==> src/rtl/tlk2711_pkg.sv <==
// Shared TLK2711 framing constants and enums, imported by both the transmitter and the receive checker.
package tlk2711_pkg;

  localparam logic [7:0] K28_5 = 8'hBC;
  localparam logic [7:0] D5_6  = 8'hC5;
  localparam logic [7:0] D11_5 = 8'hAB;

  // 18-bit words are {rkmsb, rklsb, rxd[15:0]}; only the low byte carries a K code.
  localparam logic [17:0] COMMA_WORD = {2'b01, D5_6, K28_5};
  localparam logic [17:0] SOF_WORD   = {2'b01, D11_5, K28_5};

  typedef enum logic [1:0] {
    ST_HUNT,
    ST_ALIGN,
    ST_PAYLOAD
  } rx_state_t;

  typedef enum logic [1:0] {
    WC_COMMA,
    WC_SOF,
    WC_DATA,
    WC_BAD
  } word_class_t;

  function automatic logic [17:0] data_word(input logic [7:0] n);
    return {2'b00, n, n};
  endfunction

endpackage

==> src/rtl/tlk2711_word_classify.sv <==
// Combinational classifier for one received 18-bit word against the framing alphabet
// and the payload word expected at the current index.
module tlk2711_word_classify
  import tlk2711_pkg::*;
(
  input  logic [17:0]  word,
  input  logic [7:0]   idx,
  output word_class_t  word_class,
  output logic         data_match
);

  always_comb begin
    word_class = WC_BAD;
    if (word == COMMA_WORD)
      word_class = WC_COMMA;
    else if (word == SOF_WORD)
      word_class = WC_SOF;
    else if (word[17:16] == 2'b00 && word[15:8] == word[7:0])
      word_class = WC_DATA;
  end

  assign data_match = (word == data_word(idx));

endmodule

==> config.mk <==
export PLATFORM = sky130hd
export DESIGN_NAME = tlk2711_word_classify
export DESIGN_NICKNAME = d
export VERILOG_FILES = /design/src/rtl/tlk2711_pkg.sv /design/src/rtl/tlk2711_word_classify.sv
export SDC_FILE = /design/constraint.sdc
export NUM_CORES = 1
export LEC_CHECK = 0
export CORE_AREA = 2 2 39 41
export DETAILED_ROUTE_END_ITERATION = 8
export DIE_AREA = 0 0 41 43
export DONT_BUFFER_PORTS = 1
export GPL_ROUTABILITY_DRIVEN = 1
export PLACE_DENSITY = 0.47
export SYNTH_ARGS = -nofsm -noshare
export SYNTH_HDL_FRONTEND = slang
export SYNTH_SLANG_ARGS = --single-unit
==> constraint.sdc <==
create_clock -name vclk -period 1.2
set_input_delay 0.12 -clock vclk [all_inputs]
set_output_delay 0.12 -clock vclk [all_outputs]
set_load 0.02 [all_outputs]
==> out/results.tsv, run 1 <==
stage	metric	value	unit
grt	number of global-route vias before repair	342	
outcome	status	finished with violations	
finish	Seq Cell Count	0	
yosys	register area share after synthesis	0	
grt	initial antenna violation count	0	
drt	Via density	6.07	
timing	Hold WS	380	ps
finish	# clk buffers	0	
grt	first-pass GRT wire length	1480	um
placement	placed cells	59	
floorplanning	Ports	29	
timing	Setup WS post-layout	-48.5	ps
worst_setup_path	Worst Path Max Fanout	5	
outcome	violated checks	negative setup slack	
timing	Max Slew Vio Count	0	
floorplanning	row count	14	
drt	DR vias	358	
finish	Finished Layout Cells	59	
yosys	cell taking the most area after synthesis	or3_1	
worst_setup_path	Worst EP arrival	1130	ps
yosys	most frequent cell after synthesis	or3_1	
yosys	Mean Syn Cell Area	6.75	sq um
worst_setup_path	crit path kind	primary input to primary output	
timing	min Tclk post-route	1250	ps
yosys	top cells by area, synth	or3_1 15%, xnor2_1 12%, xor2_1 12%	
floorplanning	Die Y	43	um
finish	ratio of cells with drive above 1 in the final layout	0.140	
drt	DRC	0	
yosys	count of different cell masters after synthesis	18	
pwr	Static Leakage	0.0821	nW
finish	Nets	71	
finish	Layout area overhead	18.5	%
grt	pin count of the biggest net entering global routing	6	
placement	dpl ws	-130	ps
drt	aggregate routed wire length	980	um
timing	Tcrit/Tclk final	1.04	
yosys	Ys Warns	0	
flow_run	Max-Cap Viols	0	
hold_path	hold path cells	2	
finish	Antenna Cells	0	
worst_setup_path	Worst Path Required	1080	ps
drt	Detailed Route Iter0 Violations	3	
timing	RSZ-0062 raised after global routing	yes	
timing	headroom to the max-slew limit	0.771	
yosys	most frequent cells after synthesis	7 x or3_1, 6 x nand3_1, 4 x xnor2_1, 4 x xor2_1	
timing	Worst Max-Slew Pin Slew	343	ps
floorplanning	DIE AREA	0.00176	sq mm
drt	DR pass1 iterations	4	
placement	input/output buffers	0	
pwr	Pwr Density	145	mW/mm^2
floorplanning	starting density of the core	0.210	
grt	Tot GR Track Use	0.114	
floorplanning	Die Wd	41	um
yosys	syn nets	69	
worst_setup_path	startpoint class of the critical path	primary input	
placement	routability cong.	0.743	
yosys	Cell Area, Synth	290	sq um
finish	FILL cells	174	
grt	global route total overflow	0	
pwr	worst vdd ir	43.7	uV
finish	fin util	0.249	
yosys	post-synth top area share	0.151	
worst_setup_path	CP startpoint	word[10]	
placement	Cell Area, Placed	310	sq um
worst_setup_path	CP endpoint kind	primary output	
finish	register area	0	sq um
drt	WL per Instance	16.6	um
timing	fmax	801	MHz
timing	endpoints failing setup	1	
hold_path	Hold Path End	word_class[1]	
timing	endpoints failing hold	0	
floorplanning	Core ar.	0.00138	sq mm
clock_network	hold_buf cts	0	
finish	post-route cell area	344	sq um
hold_path	HP Class	primary input to primary output	
drt	ANT nets after route	0	
yosys	Synth Instances	43	
hold_path	Hold Startpoint	word[0]	
[per-stage QoR]
stage / power [W] / setup TNS [ps]
floorplan: 0.0000428 / 0
global placement: 0.0000473 / -286
detailed placement: 0.0000476 / -309
CTS: 0.0000489 / -77.2
global route: 0.0000559 / -69.1
finish: 0.0000498 / -48.5
[cells in the final DEF (no fill, tap or decap)]
| cell | netlist | final |
|---|---|---|
| or3_1 | 7 | 6 |
| nor3_1 | 3 | 3 |
| nor4_4 | 0 | 1 |
| a222oi_1 | 1 | 1 |
| o21ai_2 | 0 | 1 |
| xnor2_1 | 4 | 4 |
| and4b_2 | 1 | 1 |
| o22ai_1 | 1 | 1 |
| a211oi_1 | 1 | 1 |
| nor4_1 | 2 | 1 |
| nand4_1 | 1 | 1 |
| nand2_1 | 1 | 1 |
| a22oi_2 | 0 | 1 |
| nand4b_1 | 3 | 3 |
| nand3_1 | 6 | 6 |
| xor2_1 | 4 | 4 |
| or3_4 | 0 | 1 |
| and3_1 | 3 | 2 |
| nor2_1 | 2 | 2 |
| and3_4 | 0 | 1 |
| a221oi_1 | 1 | 1 |
[area by class of cell]
type | instances | area [sq um] | area share
multi-input combinational | 43 | 324 | 0.942
tap | 16 | 20.0 | 0.0582
[worst max-delay path by stage]
stage | endpoint | slack (ps) | cells after the start
6_report | data_match | -50 | 3
5_1_grt | data_match | -70 | 3
4_1_cts | data_match | -80 | 3
3_5_place_dp | data_match | -130 | 3
3_3_place_gp | data_match | -110 | 3
2_1_floorplan | data_match | 10 | 3
[power breakdown]
group | switching, W | internal (W) | total (W)
clock network | 0 | 0 | 0
registers | 0 | 0 | 0
logic | 0.0000179 | 0.0000318 | 0.0000498
total | 0.0000179 | 0.0000318 | 0.0000498
[worst max-delay path: stages]
cell and delay [ps]:
or3_1 350, a222oi_1 370, and3_4 280
[layer usage]
metal  wire length, um  up-vias  share of wire  track usage
met3               111        0           0.11       0.0366
met2               515       15           0.53        0.194
met1               353      165           0.36        0.142
met5                 0        -              0            0
met4                 0        0              0            0
li1                  -      178              -            -
[what timing repair did]
item / 4_1_cts / 5_1_grt
pin swaps: 1 / 2
endpoints found under the setup margin: 3 / 3
endpoints found under the hold margin: 0 / 0
gates resized for setup: 5 / 2
buffers inserted: 0 / 0
cloned: 0 / 0
[kinds of logic after synthesis]
kind of cell,count (synthesis),share of synthesized area
and+or+nand+nor,29,0.603
xor gates and xnor gates,8,0.241
AOI/OAI and AO/OA,6,0.155
Power figures use the tool's default switching activity.
==> inputs of run 2 (changes only) <==
- ABC_CLOCK_PERIOD_IN_PS: not set -> 1200
==> results of run 2 <==
Same layout as run 1: the final DEF is identical, and so are final timing and power.
